### src/rtl/tvram_dma_sched.sv
// Text/palette DMA scheduler: latches CPU DMA commands, arbitrates them, and runs the 68k BUSREQ/BUSACK handshake.
// Build option: define TVRAM_DMA_VBLANK_GATE_EN to allow palette transfers to start only during VBLANK.
module tvram_dma_sched #(
    parameter int ACK_TIMEOUT = 1024,
    parameter int TW          = 11
) (
    input  logic       CLK96,
    input  logic       RESET96,
    input  logic       TEXTDATA_REQ,
    input  logic       PALTEXT_REQ,
    input  logic       VBLANK,
    input  logic       BUSACK,
    input  logic       DMA_DONE,
    output logic       BUSREQ,
    output logic       DMA_GO,
    output logic       DMA_SEL,
    output logic       BUSY,
    output logic       TEXTROM_LOCKED,
    output logic       ACK_TIMEOUT_ERR,
    output logic [7:0] XFER_COUNT
);

    typedef enum logic [2:0] {S_IDLE, S_REQ, S_GO, S_RUN, S_REL} state_t;

    state_t        state, state_n;
    logic          pend_txt, pend_pal;
    logic          clr_txt, clr_pal;
    logic          pal_start_ok;
    logic [TW-1:0] ack_cnt, ack_cnt_n;
    logic          busreq_n, sel_n, locked_n, err_n;
    logic [7:0]    xfer_n;

`ifdef TVRAM_DMA_VBLANK_GATE_EN
    assign pal_start_ok = VBLANK;
`else
    logic vblank_unused;
    assign vblank_unused = VBLANK;
    assign pal_start_ok  = 1'b1;
`endif

    assign DMA_GO = (state == S_GO);
    assign BUSY   = (state != S_IDLE) | pend_txt | pend_pal;

    always_ff @(posedge CLK96 or posedge RESET96) begin
        if (RESET96) begin
            pend_txt <= 1'b0;
            pend_pal <= 1'b0;
        end else begin
            // A new command in the clearing cycle keeps the bit set
            pend_txt <= (TEXTDATA_REQ & ~TEXTROM_LOCKED) | (pend_txt & ~clr_txt);
            pend_pal <= PALTEXT_REQ | (pend_pal & ~clr_pal);
        end
    end

    always_ff @(posedge CLK96 or posedge RESET96) begin
        if (RESET96) begin
            state           <= S_IDLE;
            ack_cnt         <= '0;
            BUSREQ          <= 1'b0;
            DMA_SEL         <= 1'b0;
            TEXTROM_LOCKED  <= 1'b0;
            ACK_TIMEOUT_ERR <= 1'b0;
            XFER_COUNT      <= '0;
        end else begin
            state           <= state_n;
            ack_cnt         <= ack_cnt_n;
            BUSREQ          <= busreq_n;
            DMA_SEL         <= sel_n;
            TEXTROM_LOCKED  <= locked_n;
            ACK_TIMEOUT_ERR <= err_n;
            XFER_COUNT      <= xfer_n;
        end
    end

    always_comb begin
        state_n   = state;
        ack_cnt_n = ack_cnt;
        busreq_n  = BUSREQ;
        sel_n     = DMA_SEL;
        locked_n  = TEXTROM_LOCKED;
        err_n     = ACK_TIMEOUT_ERR;
        xfer_n    = XFER_COUNT;
        clr_txt   = 1'b0;
        clr_pal   = 1'b0;
        case (state)
            S_IDLE: begin
                ack_cnt_n = '0;
                if (pend_txt) begin
                    sel_n    = 1'b1;
                    busreq_n = 1'b1;
                    state_n  = S_REQ;
                end else if (pend_pal && pal_start_ok) begin
                    sel_n    = 1'b0;
                    busreq_n = 1'b1;
                    state_n  = S_REQ;
                end
            end
            S_REQ: begin
                // Grant takes precedence over a timeout in the same cycle
                if (BUSACK) begin
                    ack_cnt_n = '0;
                    state_n   = S_GO;
                end else if (ack_cnt == TW'(ACK_TIMEOUT - 1)) begin
                    ack_cnt_n = '0;
                    err_n     = 1'b1;
                    busreq_n  = 1'b0;
                    state_n   = S_REL;
                end else begin
                    ack_cnt_n = ack_cnt + TW'(1);
                end
            end
            S_GO: begin
                clr_txt = DMA_SEL;
                clr_pal = ~DMA_SEL;
                state_n = S_RUN;
            end
            S_RUN: begin
                if (DMA_DONE) begin
                    busreq_n = 1'b0;
                    xfer_n   = XFER_COUNT + 8'd1;
                    if (DMA_SEL) locked_n = 1'b1;
                    state_n  = S_REL;
                end
            end
            S_REL: begin
                if (!BUSACK) state_n = S_IDLE;
            end
            default: state_n = S_IDLE;
        endcase
    end

endmodule

### config.mk
export PLATFORM = sky130hd
export DESIGN_NAME = tvram_dma_sched
export DESIGN_NICKNAME = d
export VERILOG_FILES = /design/src/rtl/tvram_dma_sched.sv
export SDC_FILE = /design/constraint.sdc
export NUM_CORES = 1
export LEC_CHECK = 0
export ABC_AREA = 1
export BUFFER_PORTS_ARGS = -buffer_cell sky130_fd_sc_hd__buf_2
export CORE_ASPECT_RATIO = 0.9
export CORE_MARGIN = 2
export CORE_UTILIZATION = 56
export DETAILED_ROUTE_END_ITERATION = 7
export PLACE_DENSITY = 0.82
export SLEW_MARGIN = 5
export SYNTH_ARGS = -nofsm -noshare
export SYNTH_HDL_FRONTEND = slang
export SYNTH_SLANG_ARGS = --single-unit
### constraint.sdc
create_clock -name CLK96 -period 1.4 [get_ports CLK96]
set_input_delay 0 -clock CLK96 [delete_from_list [all_inputs] [get_ports CLK96]]
set_output_delay 0 -clock CLK96 [all_outputs]
set_load 0.02 [all_outputs]
# After elaboration in Yosys (flattened, before gate mapping)
# Index checks and enable logic that the tools add are counted.
[totals]
register_bits = 28
inputBits = 7
[classes]
bitwise = 12
reduce_logical = 11
eq_ne = 11
add_sub_neg = 2
mux = 20
[op_table]
columns = ["op", "count"]
rows = [
  ["two-way mux 11 bit", 2],
  ["case mux 11 bit (2 select lines)", 1],
  ["two-way mux 3 bit", 6],
  ["case mux 3 bit (5 select lines)", 1],
  ["adder 11 x 1 -> 11 bit, second input constant", 1],
  ["equality test 11 x 10 -> 1 bit, second input constant", 1],
  ["two-way mux 1 bit", 9],
  ["adder 8 x 1 -> 8 bit, second input constant", 1],
  ["!= test 2 bit, second input constant", 4],
  ["equality test 3 x 2 -> 1 bit, second input constant", 2],
  ["!= test 3 bit, second input constant", 2],
  ["AND reduction 3 bit", 2],
  ["nonzero test 3 bit", 2],
  ["inverter 1 bit", 5],
  ["AND reduction 5 bit", 1],
  ["OR 1 bit", 4],
  ["AND reduction 2 bit", 2],
  ["AND reduction 4 bit", 1],
  ["nonzero test 2 bit", 2],
  ["bitwise AND 1 bit", 3],
  ["equality test 3 x 1 -> 1 bit, second input constant", 1],
  ["equality test 3 bit, second input constant", 1],
  ["zero test 3 bit", 1],
  ["case mux 1 bit (3 select lines)", 1],
]

# Longest topological paths before layout
# Gate-level depths: netlist of the first run.
[depth]
ltp_word = 5
ltp_mapped = 9

# Worst setup path before layout of the first run
# Ideal clock, no wire load.
[synth_timing]
kind = "reg-to-reg"
start = "register ack_cnt[0]"
end = "register ack_cnt[5]"
period_less_slack_ns = 1.249
arrival_time_ns = 1.130
setup_slack_ns = 0.151
setup_time_ns = 0.119
stages_incl_launch_ff = 9
path_cell_list = "dfrtp_1 ha_1 nand2_1 nor2_1 nand3_1 nand2_4 nand2_4 inv_4 nor2_2"
[synth_via]
elab_chain_cells = 4
[synth_lines]
columns = ["item", "line", "source"]
rows = [
  ["from (decl)", "29", "logic [TW-1:0] ack_cnt, ack_cnt_n;"],
  ["from (signal assigned)", "66", "ack_cnt <= ack_cnt_n;"],
  ["adder 11 x 1 -> 11 bit / equality test 11 x 10 -> 1 bit (equally long branches)", "109, 103", ""],
  ["two-way mux 11 bit *", "103", "end else if (ack_cnt == TW'(ACK_TIMEOUT - 1)) begin"],
  ["two-way mux 11 bit *", "100", "if (BUSACK) begin"],
  ["case mux 11 bit (2 select lines) *", "85", "case (state)"],
]
# Every way passes the cells marked *; elsewhere a longest branch is shown, timed or not.
# A chain may end at the register's enable or synchronous reset.

# Final worst setup path of the first run
[layout_timing]
start = "register state[2]"
end = "register ack_cnt[7]"
[layout_via]
elab_chain_cells = 2
[layout_lines]
columns = ["item", "line", "source"]
rows = [
  ["from (decl)", "25", "state_t state, state_n;"],
  ["from (signal assigned)", "65", "state <= state_n;"],
  ["equality test 3 x 1 -> 1 bit / zero test 3 bit (equally long branches)", "85", ""],
  ["case mux 11 bit (2 select lines) / nonzero test 2 bit (equally long branches)", "-", ""],
]
# Parallel ways exist; a longest one is shown, timed or not.

==> results of run 1 <==
==> path summary, 6_finish.rpt <==
kind / startpoint / slack (ns) / depth (start not counted) / end
setup / recovery: state[2] / 0.02 / 7 / ack_cnt[7]
hold / removal: RESET96 / 0.25 / 4 / XFER_COUNT[2]
setup reg to reg: state[2] / 0.02 / 7 / ack_cnt[7]
hold reg to reg: TEXTROM_LOCKED / 0.50 / 1 / pend_txt
max in group asynchronous: RESET96 / 0.87 / 4 / state[0]
min in group CLK96: PALTEXT_REQ / 0.36 / 4 / pend_pal
==> Yosys cell counts (all sizes together) <==
master  number
nand2       61
inv         32
nor2        30
dfrtp       28
nand3       10
o21ai        6
xor2         5
nand4        3
nor3         3
o21bai       3
xnor2        3
ha           2
nand3b       2
a22o         1
and3         1
clkinv       1
o211ai       1
o22ai        1
==> power groups by stage <==
stage / registers, mW / logic [mW] / clock network, mW
4_1_cts: 1.17 / 1.15 / 0.549
2_1_floorplan: 1.28 / 0.723 / 0
3_3_place_gp: 1.17 / 1.10 / 0
6_report: 1.19 / 1.20 / 0.545
5_1_grt: 1.21 / 1.32 / 0.571
3_5_place_dp: 1.18 / 1.13 / 0
==> worst reg2reg max path, delay by kind of cell (launching register included) <==
kind / cells / cell delay (ns)
DFF: 1 / 0.47
buffers and inverters: 2 / 0.26
and+or+nand+nor: 4 / 0.42
AOI/OAI and AO/OA: 1 / 0.18
==> through the flow <==
step                setup WS (ns)  util (%)  total power [mW]  std cells  cell area, um^2
finish                     0.0152      71.5              2.93        251             1790
CTS                       0.00738      70.1              2.88        250             1760
detailed placement       -0.00691      65.8              2.32        241             1650
global route              -0.0128      71.5              3.10        251             1790
global placement           0.0697      65.8              2.27        241             1650
floorplan                   0.151         -              2.01        193             1510
==> registers in the layout, summed over array words and instances (netlist names) <==
signal           count
TEXTROM_LOCKED       1
ack_cnt             11
XFER_COUNT           8
pend_txt             1
ACK_TIMEOUT_ERR      1
pend_pal             1
BUSREQ               1
DMA_SEL              1
state                3
==> layout make-up <==
cell class              instances  area (um^2)  area share, %
multi-input cells             132          712           39.7
flip-flops and latches         28          704           39.3
repair buffers                 26          160           8.93
inverters                      33          130           7.25
well taps                      28         35.0           1.95
clock inverters                 1         30.0           1.67
clock buffers                   3         22.5           1.26
==> routing by layer <==
metal,share of wire (%),global-route usage [%],vias to the layer above
met4,0.98,5.68,0
met5,0,0,-
li1,-,-,658
met2,51,37.6,29
met1,44,27.9,640
met3,4.1,2.93,6
==> what timing repair did <==
action                     4_1_cts  5_1_grt
setup buffers                    0        1
hold endpoints to repair        35        0
gates resized for setup          2       11
setup endpoints to repair        7       12
pin swaps                        0        1
hold buffers                     5        0
cloned                           0        0
==> placed cells by master, fill, tap and decap left out, types with 2 or more instances in the layout <==
| cell | Yosys | layout |
|---|---|---|
| o21bai_1 | 3 | 3 |
| buf_4 | 0 | 2 |
| o21ai_0 | 6 | 6 |
| dfrtp_2 | 0 | 3 |
| nor2_2 | 7 | 8 |
| inv_1 | 28 | 27 |
| dfrtp_1 | 28 | 25 |
| clkbuf_4 | 0 | 3 |
| nor2_1 | 20 | 17 |
| nand3b_1 | 2 | 2 |
| inv_4 | 1 | 2 |
| nand3_1 | 10 | 9 |
| buf_2 | 0 | 19 |
| inv_2 | 3 | 3 |
| nand2_1 | 56 | 55 |
| dlygate4sd3_1 | 0 | 5 |
| nand4_1 | 3 | 3 |
| nor3_1 | 3 | 3 |
| xnor2_1 | 3 | 3 |
| xor2_1 | 5 | 5 |
| nor2_4 | 3 | 5 |
| nand2_2 | 2 | 3 |
| nand2_4 | 3 | 3 |
==> logic make-up after synthesis <==
logic type                 share of synthesized area (%)
adders and majority gates                           1.65
AOI/OAI and AO/OA                                   4.96
and+or+nand+nor                                     34.0
buffers and inverters                               8.44
xor gates and xnor gates                            4.63
DFF                                                 46.3
==> metrics, run 1 <==
Post-DRT Antenna Nets=0; Final Slew Violations=0; H-tree depth=1; Post-Syn Area=around 1500 um^2; syn_area_per_cell=between 7 and 8 um^2; Peak supply drop=0.902 mV; Crit. End Element=flip-flop; synth top area cells=dfrtp_1 (46%), nand2_1 (14%), inv_1 (6.9%); number of global-route vias before repair=roughly 1200; slowest CP cell=dfrtp_2; Internal Pwr Total=between 1.5 and 2 mW; proportion of netlist area held by the largest area contributor=46.3%; final setup violating endpoints=0; setup TNS=0 ns; Gate power share=40.8%; Ys Warns=0; largest area contributor in the synthesized netlist=dfrtp_1; first-pass GRT wire length=5110 um; total number of vias=approximately 1300; DRT iter0 DRCs=67; fin crit share=slightly below 100%; critical path class=reg2reg; drt pass-1 iters=4; share of cells above drive strength 1=24.7%; Mapped Cells=between 150 and 200; ant diodes=0; leak pwr=~0.92 nW; Sink Count=28; GR Overflow Total=0; final hold vios=0; Die Area=between 3000 and 4000 um^2; transition time at the pin with the least slew margin=0.357 ns; Worst EP required=around 1.7 ns; CTS tree=yes; Hold Crit Class=in2async; worst-case hold slack=~0.25 ns; Overall Global Routing Usage=between 20 and 25%; die width=roughly 59 um; Seq/Total Area, Yosys=46.3%; delay-heaviest family, CP=flip-flops; initial antenna violation count=0; TritonCTS Buffers=3; later-pin clock latency in the skew report=0.34 ns; status=complete, no violations; Clk pwr share=between 10% and 20%; CTS Root Cell=clkbuf_4; Vias/cell=between 5 and 6; crit path cell chain=inv_1 > nand2_2 > inv_4 > nand2_1 > o21bai_1 > nand2_1 > nor2_2; Ports=21; f_max=a little over 700 MHz; Startpoint Class=flip-flop; crit path buf inv count=2; core area=2510 um^2; Seq pwr share=40.6%; max-cap viol count=0; largest net degree at the start of global routing=29; row count=17; input/output buffers=19; clock transition at the registers of the reported paths=0.16 ns; CP Max Fanout=8; Yosys cell types=24; Synth Net Count=roughly 200; DP HPWL=about 2200 um; Seq cells post-synth=28; sw power=approximately 1.2 mW; CP peak stage delay=about 0.47 ns; WL final=~3200 um; nets=233; Setup Skew=roughly 0.0086 ns; initial core utilization=between 60% and 70%; Routed WL per cell=about 13 um; area grow syn2layout=18.6%; Switching Fraction=a little over two fifths; Critical Path AT=between 1.5 and 2 ns; Rel. slew slack=between 70% and 80%; CTS Buffer Depth=2; GPL Wtd Cong=between 0.8 and 0.9; Die H=roughly 53 um; Fill cells=189; Pwr Density=~1600 nW/um^2; CP dominant cell by count=nand2_1; Final min period=about 1.4 ns; DRC=0
(Power assumes the default switching activity.)
==> run 2: changes to the inputs <==
Settings changed: MAX_ROUTING_LAYER set to met4.
==> run 2 against run 1 <==
Register-to-register slack barely moved. Sequential cell count did not move. Critical path depth did not move. Power rose by 0.14%. Global-route usage rose by 0.56 points. Wire length rose by 1.1%. Sequential power barely moved. Non-clock buffer count did not move. First-iteration DRC count did not move. Via count fell by 0.53%.
==> metrics, run 2 (synthesis results as in run 1) <==
Pwr Density=approximately 1600 nW/um^2; Die Area=approximately 3100 um^2; CTS tree=yes; first-pass GRT wire length=roughly 5100 um; Critical Path AT=~1.7 ns; Placement Cell Area=1650 um^2; Post-DRT Antenna Nets=0; CP peak stage delay=~0.47 ns; Vias/cell=5.28; TritonCTS Buffers=3; Routed WL per cell=12.7 um; DRT iter0 DRCs=67; GPL Wtd Cong=between 0.8 and 0.9; Largest Register=ack_cnt; later-pin clock latency in the skew report=0.34 ns; leak pwr=0.923 nW; Finished Layout Cells=between 200 and 300; core area=about 2500 um^2; Fill cells=around 190; most frequent cells in the layout=nand2_1 (55), inv_1 (27), dfrtp_1 (25); CTS Root Cell=clkbuf_4; initial core utilization=about three fifths; Largest register FFs=11; die width=roughly 59 um; Die H=53.3 um; Startpoint Class=flip-flop; Setup Skew=about 0.012 ns; Hold Crit Class=in2async; area grow syn2layout=18.6%; min setup slack post-route=approximately 0.014 ns; drt pass-1 iters=4; Ports=21; total power=2.93 mW; Final min period=about 1.4 ns; number of global-route vias before repair=~1200; f_max=just over 700 MHz; slowest CP cell=dfrtp_2; ant diodes=0; GR Overflow Total=0; status=complete, no violations; nets=roughly 230; Final Slew Violations=0; most common cell after layout, fill and taps aside=nand2_1; initial antenna violation count=0; pre-CTS WS=-0.00691 ns; Peak supply drop=0.904 mV; Crit. End Element=flip-flop; fin crit share=approximately 99%; max-cap viol count=0; transition time at the pin with the least slew margin=around 0.36 ns; row count=17; Largest regs=ack_cnt (11), XFER_COUNT (8), state (3); total number of vias=around 1300; Placed Cells incl. Taps=241; CP Max Fanout=8; fin area=about 1800 um^2; share of cells above drive strength 1=24.7%; clock transition at the registers of the reported paths=between 0.15 and 0.2 ns; DP HPWL=roughly 2200 um; crit path cell chain=inv_1 > nand2_2 > inv_4 > nand2_1 > o21bai_1 > nand2_1 > nor2_2; Worst EP required=about 1.7 ns; WL final=3200 um; H-tree depth=1; input/output buffers=19; CTS Buffer Depth=2; Overall Global Routing Usage=between 20% and 30%; final setup violating endpoints=0; critical path class=reg2reg; largest net degree at the start of global routing=29; Sink Count=28; Rel. slew slack=between 70% and 80%; DRC=0; final hold vios=0; CP dominant cell by count=nand2_1
==> run 2: path summary, 6_finish.rpt <==
path                       slack, ns             to  depth (start not counted)           start
setup / recovery                0.01     ack_cnt[7]                          7        state[2]
hold / removal                  0.25  XFER_COUNT[2]                          4         RESET96
setup reg to reg                0.01     ack_cnt[7]                          7        state[2]
hold reg to reg                 0.50       pend_txt                          1  TEXTROM_LOCKED
max in group asynchronous       0.87       state[0]                          4         RESET96
min in group CLK96              0.36       pend_pal                          4     PALTEXT_REQ
==> run 2: layout make-up <==
| cell class | instances | area, um^2 | share of cell area [%] |
|---|---|---|---|
| Sequential cell | 28 | 704 | 39.3 |
| Tap cell | 28 | 35.0 | 1.95 |
| Timing Repair Buffer | 26 | 160 | 8.93 |
| Multi-Input combinational cell | 132 | 712 | 39.7 |
| Clock inverter | 1 | 30.0 | 1.67 |
| Clock buffer | 3 | 22.5 | 1.26 |
| Inverter | 33 | 130 | 7.25 |
==> run 2: per-stage QoR <==
step / hold WS [ns] / TNS, ns / util, %
2_1_floorplan: 0.0654 / 0 / -
3_3_place_gp: 0.0752 / 0 / 65.8
3_5_place_dp: 0.0875 / -0.00691 / 65.8
4_1_cts: 0.261 / 0 / 70.1
5_1_grt: 0.304 / -0.0221 / 71.5
6_report: 0.252 / 0 / 71.5
==> run 2: layer usage <==
metal	global-route usage, %	part of all wire [%]	up-vias
met4	5.68	0.85	0
li1	-	-	657
met3	2.93	4.8	4
met2	37.6	50	28
met5	-	0	-
met1	27.9	44	637
==> run 2: critical path: cells and delay by family (launching register included) <==
family / cells / cell delay [ns]
AO/OA/AOI/OAI: 1 / 0.18
buffers and inverters: 2 / 0.26
flip-flops: 1 / 0.47
AND/OR/NAND/NOR: 4 / 0.42
==> run 2: power breakdown <==
part | leakage (nW) | internal (mW) | switching (mW) | total (mW)
Sequential | 0.352 | 0.998 | 0.189 | 1.19
Clock | 0.0279 | 0.290 | 0.257 | 0.547
Combinational | 0.543 | 0.398 | 0.802 | 1.20
==> run 2: what timing repair did <==
item,in CTS,in global routing
setup endpoints to repair,7,12
buffers inserted,0,1
endpoints found under the hold margin,35,0
resized for setup,2,11
pin swaps,0,1
hold buffers,5,0
==> run 3: changes to the inputs <==
Settings changed: PLACE_DENSITY 0.82 to not set, PLACE_DENSITY_LB_ADDON set to 0.3.
==> run 3 against run 2 <==
Fmax rose by 1.7%. Via count shrank 1.2%. Sequential share of layout area is essentially flat. Worst setup slack improved by 0.023 ns. Register-to-register slack better by 0.02 ns. Cell count grew 0.80%. Clock power shrank 25%. First-iteration DRC count increased by 24%. Wire length rose by 0.28%. Final area hardly changed. Sequential power is essentially flat. Power down 4.3%.
==> metrics, run 3 (synthesis results as in run 1) <==
Critical Path AT=around 1.6 ns; Startpoint Class=flip-flop; share of cells above drive strength 1=a little over a quarter; Placement Cell Area=between 1500 and 2000 um^2; DRC=0; Overall Global Routing Usage=23.8%; fin crit share=between 90 and 100%; Largest register FFs=11; Setup Skew=around 0.017 ns; transition time at the pin with the least slew margin=0.354 ns; leak pwr=between 0.9 and 1 nW; Rel. slew slack=between 70% and 80%; number of global-route vias before repair=approximately 1300; Placed Cells incl. Taps=241; Die H=around 53 um; WL final=~3200 um; TritonCTS Buffers=3; Die Area=3130 um^2; status=complete, no violations; row count=17; Finished Layout Cells=approximately 250; DP HPWL=2320 um; CTS tree=yes; Crit. End Element=flip-flop; Hold Crit Class=in2reg; first-pass GRT wire length=roughly 5400 um; max-cap viol count=0; input/output buffers=19; clock transition at the registers of the reported paths=~0.16 ns; RSZ-0062 raised after global routing=yes; worst-case hold slack=approximately 0.0036 ns; GPL Wtd Cong=between 0.9 and 1; critical path class=reg2reg; CP Max Fanout=5; Sink Count=28; Routed WL per cell=around 13 um; total number of vias=between 1000 and 1500; setup TNS=0 ns; pre-CTS WS=0.00577 ns; Final Slew Violations=0; ant diodes=0; Worst EP required=about 1.6 ns; Ports=21; most common cell after layout, fill and taps aside=nand2_1; Pwr Density=between 1500 and 2000 nW/um^2; Setup crit start=ack_cnt[0]; min setup slack post-route=0.0378 ns; fin area=between 1500 and 2000 um^2; final hold vios=0; Fill cells=213; most frequent cells in the layout=nand2_1 (52), inv_1 (27), dfrtp_1 (25); Reg area=704 um^2; Worst Hold Launch=BUSACK; Vias/cell=between 5 and 6; f_max=approximately 730 MHz; largest net degree at the start of global routing=29; Final min period=between 1 and 1.5 ns; core area=2510 um^2; later-pin clock latency in the skew report=between 0.3 and 0.4 ns; DRT iter0 DRCs=just over 80; Peak supply drop=~0.97 mV; die width=between 50 and 60 um; CTS Buffer Depth=2; Post-DRT Antenna Nets=0; H-tree depth=1; initial core utilization=roughly three fifths; Largest regs=ack_cnt (11), XFER_COUNT (8), state (3); RR Startpoint=ack_cnt[0]; GR Overflow Total=0; Largest Register=ack_cnt; nets=~240; multi-input logic area=714 um^2; drt pass-1 iters=4; initial antenna violation count=0; final setup violating endpoints=0; area grow syn2layout=18.5%; CTS Root Cell=clkbuf_4
## run 3: area by class of cell
| cell class | count | area share [%] |
|---|---|---|
| Clock buffer | 4 | 2.02 |
| Inverter | 33 | 7.26 |
| Multi-Input combinational cell | 132 | 39.8 |
| Sequential cell | 28 | 39.3 |
| Timing Repair Buffer | 28 | 9.63 |
| Tap cell | 28 | 1.95 |
## run 3: path summary, 6_finish.rpt
kind | end | cells past startpoint | slack, ns
setup / recovery | ack_cnt[7] | 8 | 0.04
hold / removal | state[1] | 3 | 0.004
setup reg to reg | ack_cnt[7] | 8 | 0.04
hold reg to reg | BUSREQ | 2 | 0.49
max in group asynchronous | state[0] | 4 | 0.86
min in group asynchronous | pend_txt | 4 | 0.24
## run 3: what timing repair did
item / CTS / global route
pin swaps: 0 / 5
hold buffers: 4 / 0
endpoints found under the setup margin: 7 / 12
resized for setup: 2 / 13
hold endpoints to repair: 32 / 0
setup buffers: 0 / 4
## run 3: critical path, stage by stage, from the launching register on
cell and delay [ns]:
dfrtp_1 0.41, ha_2 0.20, nand2_2 0.08, nor2_2 0.13, nand3_2 0.14, nand2_4 0.12
nand2_4 0.06, inv_4 0.07, nor2_2 0.04
## run 3: where the power goes
group / internal (mW) / leakage, nW / switching, mW
logic: 0.404 / 0.557 / 0.809
clock network: 0.159 / 0.0210 / 0.249
registers: 0.998 / 0.352 / 0.188
## run 3: stage by stage
step                      utilization, %  power (mW)
after floorplan                        -        2.01
after global placement              65.8        2.26
after detailed placement            65.8        2.33
after CTS                           69.1        2.75
after global routing                71.4        3.02
final                               71.4        2.81
## run 3: metal layers
metal	track usage [%]	part of all wire, %	vias up
met1	29.3	44	615
met3	5.13	5.5	4
met4	6.44	1.1	0
met2	39.8	49	35
met5	-	0	-
li1	-	-	656
